`config.mk`:
```
export PLATFORM = sky130hd
export DESIGN_NAME = obi_hart_arbiter
export DESIGN_NICKNAME = d
export VERILOG_FILES = /design/src/rtl/obi_hart_arbiter.sv
export SDC_FILE = /design/constraint.sdc
export NUM_CORES = 1
export LEC_CHECK = 0
export CAP_MARGIN = 20
export CORE_AREA = 2 2 164 166
export DETAILED_ROUTE_END_ITERATION = 12
export DIE_AREA = 0 0 166 168
export GPL_TIMING_DRIVEN = 0
export PLACE_DENSITY = 0.53
export SYNTH_ARGS = -nofsm -noshare
export SYNTH_HDL_FRONTEND = slang
export SYNTH_SLANG_ARGS = --single-unit
```
`constraint.sdc`:
```
create_clock -name clk_i -period 4.04 [get_ports clk_i]
set_input_delay 0.808 -clock clk_i [delete_from_list [all_inputs] [get_ports clk_i]]
set_output_delay 0.808 -clock clk_i [all_outputs]
set_load 0.02 [all_outputs]
```
`src/rtl/obi_hart_arbiter.sv`:
```
`default_nettype none
// ============================================================================
//  Module   : obi_hart_arbiter
//  Purpose  : Shares one OBI master port among NHARTS OBI requesters.
//             Address-phase handshakes are arbitrated round-robin. An
//             in-order ID FIFO routes each response back to the hart that
//             issued the request. Grants and responses pass through
//             combinationally, so the arbiter adds no cycles of latency.
//  Ports    : clk_i          - clock
//             rst_ni         - asynchronous active-low reset
//             hart_req_i     - per-hart request (req, we, be, addr, wdata)
//             hart_resp_o    - per-hart response (gnt, rvalid, rdata)
//             bus_req_o      - shared master request
//             bus_resp_i     - shared master response
//             outstanding_o  - current ID FIFO occupancy
//             rvalid_err_o   - sticky flag: bus rvalid seen with FIFO empty
//  Revision : 1.0 - initial release
// ============================================================================

typedef struct packed {
    logic        req;
    logic        we;
    logic [3:0]  be;
    logic [31:0] addr;
    logic [31:0] wdata;
} obi_req_t;

typedef struct packed {
    logic        gnt;
    logic        rvalid;
    logic [31:0] rdata;
} obi_resp_t;

module obi_hart_arbiter #(
    parameter int NHARTS          = 3,
    parameter int MAX_OUTSTANDING = 2,
    localparam int CNT_W          = $clog2(MAX_OUTSTANDING + 1)
) (
    input  logic                     clk_i,
    input  logic                     rst_ni,
    input  obi_req_t  [NHARTS-1:0]   hart_req_i,
    output obi_resp_t [NHARTS-1:0]   hart_resp_o,
    output obi_req_t                 bus_req_o,
    input  obi_resp_t                bus_resp_i,
    output logic      [CNT_W-1:0]    outstanding_o,
    output logic                     rvalid_err_o
);

    localparam int c_id_w  = (NHARTS > 1) ? $clog2(NHARTS) : 1;
    localparam int c_ptr_w = (MAX_OUTSTANDING > 1) ? $clog2(MAX_OUTSTANDING) : 1;

    localparam logic [c_id_w-1:0]  c_last_id  = c_id_w'(NHARTS - 1);
    localparam logic [c_ptr_w-1:0] c_last_ptr = c_ptr_w'(MAX_OUTSTANDING - 1);
    localparam logic [CNT_W-1:0]   c_max_cnt  = CNT_W'(MAX_OUTSTANDING);

    logic [c_id_w-1:0]  r_rr_ptr;
    logic [c_id_w-1:0]  r_fifo [MAX_OUTSTANDING];
    logic [c_ptr_w-1:0] r_wr_ptr;
    logic [c_ptr_w-1:0] r_rd_ptr;
    logic [CNT_W-1:0]   r_count;
    logic               r_err;

    logic [c_id_w-1:0]  w_sel;
    logic [c_id_w-1:0]  w_idx;
    logic               w_any_req;
    logic               w_full;
    logic               w_bus_req;
    logic               w_push;
    logic               w_pop;
    logic               w_stray;
    logic [c_id_w-1:0]  w_head;

    // Round-robin scan: first requesting hart at or after r_rr_ptr wins.
    always_comb begin : p_select
        w_sel     = r_rr_ptr;
        w_idx     = '0;
        w_any_req = 1'b0;
        for (int k = 0; k < NHARTS; k++) begin
            w_idx = c_id_w'((int'(r_rr_ptr) + k) % NHARTS);
            if (!w_any_req && hart_req_i[w_idx].req) begin
                w_sel     = w_idx;
                w_any_req = 1'b1;
            end
        end
    end

    // No bypass when full: a pop in the same cycle does not free a slot
    // until the next cycle. The request is also masked while reset is held
    // so the bus sees idle outputs as soon as reset asserts.
    assign w_full    = (r_count == c_max_cnt);
    assign w_bus_req = w_any_req & ~w_full & rst_ni;
    assign w_push    = w_bus_req & bus_resp_i.gnt;
    assign w_pop     = bus_resp_i.rvalid & (r_count != '0);
    assign w_stray   = bus_resp_i.rvalid & (r_count == '0);
    assign w_head    = r_fifo[r_rd_ptr];

    always_comb begin : p_bus_mux
        bus_req_o = '0;
        if (w_bus_req) begin
            bus_req_o     = hart_req_i[w_sel];
            bus_req_o.req = 1'b1;
        end
    end

    for (genvar gi = 0; gi < NHARTS; gi++) begin : g_resp
        assign hart_resp_o[gi].gnt    = w_push & (w_sel == c_id_w'(gi));
        assign hart_resp_o[gi].rvalid = w_pop & (w_head == c_id_w'(gi));
        assign hart_resp_o[gi].rdata  = bus_resp_i.rdata;
    end

    always_ff @(posedge clk_i or negedge rst_ni) begin : p_state
        if (!rst_ni) begin
            r_rr_ptr <= '0;
            r_wr_ptr <= '0;
            r_rd_ptr <= '0;
            r_count  <= '0;
            r_err    <= 1'b0;
            r_fifo   <= '{default: '0};
        end else begin
            if (w_push) begin
                r_fifo[r_wr_ptr] <= w_sel;
                r_wr_ptr         <= (r_wr_ptr == c_last_ptr) ? '0 : r_wr_ptr + 1'b1;
                r_rr_ptr         <= (w_sel == c_last_id) ? '0 : w_sel + 1'b1;
            end
            if (w_pop) begin
                r_rd_ptr <= (r_rd_ptr == c_last_ptr) ? '0 : r_rd_ptr + 1'b1;
            end
            // Simultaneous push and pop leaves the occupancy unchanged.
            if (w_push && !w_pop) begin
                r_count <= r_count + 1'b1;
            end else if (!w_push && w_pop) begin
                r_count <= r_count - 1'b1;
            end
            if (w_stray) begin
                r_err <= 1'b1;
            end
        end
    end

    assign outstanding_o = r_count;
    assign rvalid_err_o  = r_err;

endmodule

`default_nettype wire

```
==> flow_results.org <==
** Clock tree
- Buffer depth of the longest clock path :: 2
- The later pin in the worst-skew pair is clocked with a latency of 0.23 ns.
- In this run the number of H-tree levels came out at 1.
- For this design, the sink count on the clock tree is 11.
- Clock-pin transition on the worst setup and hold timing paths :: 0.04 ns
- TritonCTS built the clock tree.
- TritonCTS created 3 clock buffers.
- CTS placed an instance of sky130_fd_sc_hd__clkbuf_16 at the clock tree root.

** Finish
- Cells with a size suffix above 1 make up 22.6% of the layout.
- The finished layout holds 1094 standard cells, fillers aside.
- Compared with the post-synthesis result, the final layout area differs by 146%.
- Final core occ :: 29.0%
- Ant diodes :: 0
- Total Nets Final :: 1005

** Timing
- The number of hold violations in the final report was 0.
- Headroom to the max-slew limit came out at 61.2%.
- Slew @ Worst Pin :: 0.581 ns
- Setup violators final :: 0
- The clock arrives with 0.00258 ns of skew.
- Max Fclk :: 0.256 GHz
- Dividing the final minimum period by the clock period gives 96.5%.
- Final critical delay including setup and external delays :: 3.90 ns
- Setup repair after global routing missed its margin :: false
- Max Slew Vio Count :: 0

** Detailed routing
- Mean routed wirelength per cell :: 16.0 um
- Final ANT Viol Nets :: 0
- Starting DRC count in detailed routing :: 101
- Vias post-DR :: 4055
- Wires add up to 17.5 mm.
- Ratio of routed vias to standard cells :: 3.71
- Length of the first detailed-routing pass in iterations :: 5
- In the routed design, unresolved DRC markers number 0.

** Pwr
- Internal power :: 2.18 mW
- In this run the power spent charging and discharging nets is 2.33 mW.
- Clock network fraction of total power :: 3.9%
- VDD IR-drop max :: 0.000300 V
- Switching part of the total :: 51.6%
- Static leakage power :: 3.40 nW
- Per report_power, the sequential group accounts for 4.8% of the total.
- Combinational cells account for 91.3% of the total power.
- P per Cell Area :: 591 nW/um^2

** Floorplanning
- Height of the chip :: 168 um
- Initial Util :: 11.8%
- After floorplanning, the core was divided into 60 placement rows.
- Measured along the x axis, the die boundary spans 166 um.
- In this run the count of I/O pins placed on the die edge is 421.
- After floorplanning, the core was sized to cover 26400 sq um.
- Full die area :: 27900 sq um

** Critical path
- Critical path launch point type :: flip-flop
- The setup check on the worst reg-to-reg path leaves a slack of 1.39 ns.
- Critical path depth in cells :: 11
- Worst setup path class :: flip-flop to output port
- For the worst setup path, the data required time is 3.23 ns.
- Combined buffer and inverter count along the critical path :: 5
- On the worst path, the slowest cell contributes a delay of 0.44 ns.
- Worst setup path start :: r_rr_ptr[0]
- Max stage delay cell, worst path :: sky130_fd_sc_hd__dfrtp_2
- Crit path to :: bus_req_o[11]
- Data arrival time of the worst path :: 3.09 ns
- Crit-path leading delay family :: buffers and inverters
- The critical path goes through inv_1, ha_2, buf_6, o211a_4, nor4_2, nor2_2, buf_4, buf_6, mux2i_1, o2bb2ai_1, dlygate4sd2_1.
- Nature of the critical path endpoint :: output port
- In this run the critical register-to-register path is captured at outstanding_o[1].
- Origin of the critical flop-to-flop path :: r_rr_ptr[0]
- Worst-path maximum fanout :: 10
- Most common cell on crit path :: sky130_fd_sc_hd__buf_6
- For the worst flop-to-flop path, the logic depth is 12.

** Yosys
- Counting flops with a built-in enable in the synthesized netlist gives 0.
- Summing the areas of all xor and xnor instances in the mapped netlist gives 1.41% of the synthesized area.
- Among all flip-flop cells after synthesis, the most frequent one is sky130_fd_sc_hd__dfrtp_1.
- Synthesized-area fraction occupied by adder cells :: 2.02%
- Proportion of synthesized chip area in sequential cells :: 8.89%
- When the netlist entered floorplanning its net count stood at 603.
- Instance count of the mapped netlist :: 352
- Total number of yosys warnings :: 0
- Of the post-synthesis cell area, the part taken by muxes is 24.0%.
- For this run, asynchronously set or reset flops after synthesis account for 100%.
- In this run the mean area of a mapped cell was 8.80 sq um.
- Summing the areas of all compound-gate instances in the mapped netlist gives 28.0% of the synthesized area.
- Combinational family with the most area after synthesis :: buffers and inverters
- FF+latch count, synth :: 11
- Counting distinct cell types in the post-synthesis netlist gives 44.
- Synth Area in Simple Gates :: 5.86%
- Mapped cell area :: 3100 sq um

** Place
- Routability-driven placement finished with a final weighted congestion of 0.760.
- Number of I/O port buffers :: 388
- The number of placed instances, taps included, is 1081.
- DP HPWL :: 15.1 mm

** Status
- The run finished with clean final reports.

** GRT
- The first global-routing pass estimated 24.4 mm of wire.
- Pin count of the biggest net entering global routing :: 13
- Number of antenna violations at the first check in global routing :: 1
- Remaining Overflow, GRT :: 0
- Across every metal layer, demand over resource in global routing totals 11.2%.
- Via count of the first global-routing pass :: 4081

** Min path
- Worst Min Path Start :: rvalid_err_o
- Hold depth :: 1
- Worst hold path class :: flip-flop to flip-flop

** Run
- Count of maximum capacitance violations :: 0
## final cells by class
class                      count  area, sq um
tap                          341          427
multi-input combinational    211         1980
sequential                    11          277
fill                        2858        18700
clock buffer                   4         78.8
timing repair buffer         397         3880
inverter                       6         22.5
buffer                       124          967
## worst reg2reg max path: stages, from the launching register on
cell and delay (ns):
sky130_fd_sc_hd__dfrtp_2 0.44, sky130_fd_sc_hd__inv_1 0.10, sky130_fd_sc_hd__ha_2 0.23, sky130_fd_sc_hd__mux2i_2 0.27, sky130_fd_sc_hd__o211ai_1 0.16, sky130_fd_sc_hd__buf_4 0.16, sky130_fd_sc_hd__o311a_4 0.39, sky130_fd_sc_hd__nand2_1 0.10
sky130_fd_sc_hd__inv_1 0.09, sky130_fd_sc_hd__ha_1 0.22, sky130_fd_sc_hd__xor2_1 0.14, sky130_fd_sc_hd__nor2_1 0.12, sky130_fd_sc_hd__xor2_1 0.15
## cells in the mapped netlist (3+ instances only)
library cell                instances  share of area [%]
sky130_fd_sc_hd__buf_2             12                1.9
sky130_fd_sc_hd__nand2_1            8               0.97
sky130_fd_sc_hd__o21ai_1            3               0.48
sky130_fd_sc_hd__clkbuf_1           4               0.48
sky130_fd_sc_hd__nor2_1            12                1.5
sky130_fd_sc_hd__mux2i_1           72                 23
sky130_fd_sc_hd__xnor2_1            3               0.85
sky130_fd_sc_hd__inv_1              6               0.73
sky130_fd_sc_hd__nand3b_1           3               0.73
sky130_fd_sc_hd__buf_4            103                 25
sky130_fd_sc_hd__o2bb2ai_1         59                 17
sky130_fd_sc_hd__o2bb2ai_2         10                4.8
sky130_fd_sc_hd__nand2b_1           3               0.61
sky130_fd_sc_hd__dfrtp_1           11                8.9
sky130_fd_sc_hd__a21oi_1            3               0.48
sky130_fd_sc_hd__ha_1               5                2.0
sky130_fd_sc_hd__buf_6              4                1.5
## cells by family (layout without fill, tap and decap cells)
group / Yosys count / after routing
AOI/OAI and AO/OA: 94 / 94
xor gates and xnor gates: 5 / 5
adders and majority gates: 5 / 5
buffers and inverters: 130 / 531
DFF: 11 / 11
muxes: 74 / 74
and+or+nand+nor: 33 / 33
## registers in the layout (all words and copies together), names as in the netlist
name and count:
r_fifo 4, outstanding_o 2, rvalid_err_o 1, r_wr_ptr 1
r_rr_ptr 2, r_rd_ptr 1
## worst min-delay path by stage
stage                  endpoint  slack (ns)
4_1_cts            rvalid_err_o        0.46
3_3_place_gp       rvalid_err_o        0.44
2_1_floorplan  outstanding_o[0]        0.51
6_report           rvalid_err_o        0.45
3_5_place_dp       rvalid_err_o        0.45
5_1_grt            rvalid_err_o        0.48
## power by group through the flow
stage	Clock (mW)	Sequential [mW]	Combinational, mW
2_1_floorplan	0	0.215	2.42
4_1_cts	0.182	0.217	4.19
5_1_grt	0.186	0.225	4.41
6_report	0.178	0.216	4.12
3_5_place_dp	0	0.218	4.17
3_3_place_gp	0	0.214	4.17
## through the flow
stage / TNS, ns / cell area, sq um / setup slack (ns) / total power [mW] / hold WS, ns
6_report: 0 / 7630 / 0.140 / 4.52 / 0.452
3_3_place_gp: -30.22 / 7410 / -0.649 / 4.39 / 0.443
3_5_place_dp: -30.21 / 7410 / -0.645 / 4.39 / 0.447
5_1_grt: 0 / 7630 / 0.0130 / 4.82 / 0.481
2_1_floorplan: 0 / 3100 / 0.857 / 2.63 / 0.506
4_1_cts: 0 / 7610 / 0.00177 / 4.59 / 0.457
## what timing repair did
| item | 4_1_cts | 5_1_grt |
|---|---|---|
| gates cloned | 1 | 0 |
| endpoints found under the setup margin | 72 | 57 |
| hold buffers | 0 | 0 |
| buffers inserted | 8 | 0 |
| resized for setup | 123 | 7 |
| pin swaps | 4 | 0 |
## cell usage in the layout (no fill, tap or decap), types with 3 or more instances in the layout
cell type	Yosys	layout
sky130_fd_sc_hd__clkbuf_16	0	3
sky130_fd_sc_hd__clkdlybuf4s15_1	0	7
sky130_fd_sc_hd__mux2i_1	72	67
sky130_fd_sc_hd__nor2_1	12	10
sky130_fd_sc_hd__buf_4	103	110
sky130_fd_sc_hd__buf_6	4	10
sky130_fd_sc_hd__inv_1	6	6
sky130_fd_sc_hd__clkdlybuf4s15_2	0	5
sky130_fd_sc_hd__nand3b_1	3	3
sky130_fd_sc_hd__dfrtp_1	11	10
sky130_fd_sc_hd__ha_1	5	4
sky130_fd_sc_hd__xnor2_1	3	3
sky130_fd_sc_hd__dlygate4sd2_1	0	62
sky130_fd_sc_hd__clkbuf_1	4	3
sky130_fd_sc_hd__nand2b_1	3	3
sky130_fd_sc_hd__buf_2	12	6
sky130_fd_sc_hd__a21oi_1	3	3
sky130_fd_sc_hd__clkdlybuf4s50_1	0	312
sky130_fd_sc_hd__o2bb2ai_2	10	10
sky130_fd_sc_hd__o2bb2ai_1	59	59
sky130_fd_sc_hd__nand2_1	8	8
sky130_fd_sc_hd__mux2i_2	0	3
## layer usage
metal / global-route usage (%) / part of all wire, % / vias to the layer above / wire (um)
li1: - / - / 2005 / -
met5: 0 / 0.074 / - / 13
met3: 2.28 / 6.4 / 6 / 1120
met1: 13.1 / 39 / 1842 / 6880
met2: 21.8 / 54 / 200 / 9370
met4: 0.983 / 0.43 / 2 / 75
Power figures use the tool's default switching activity.
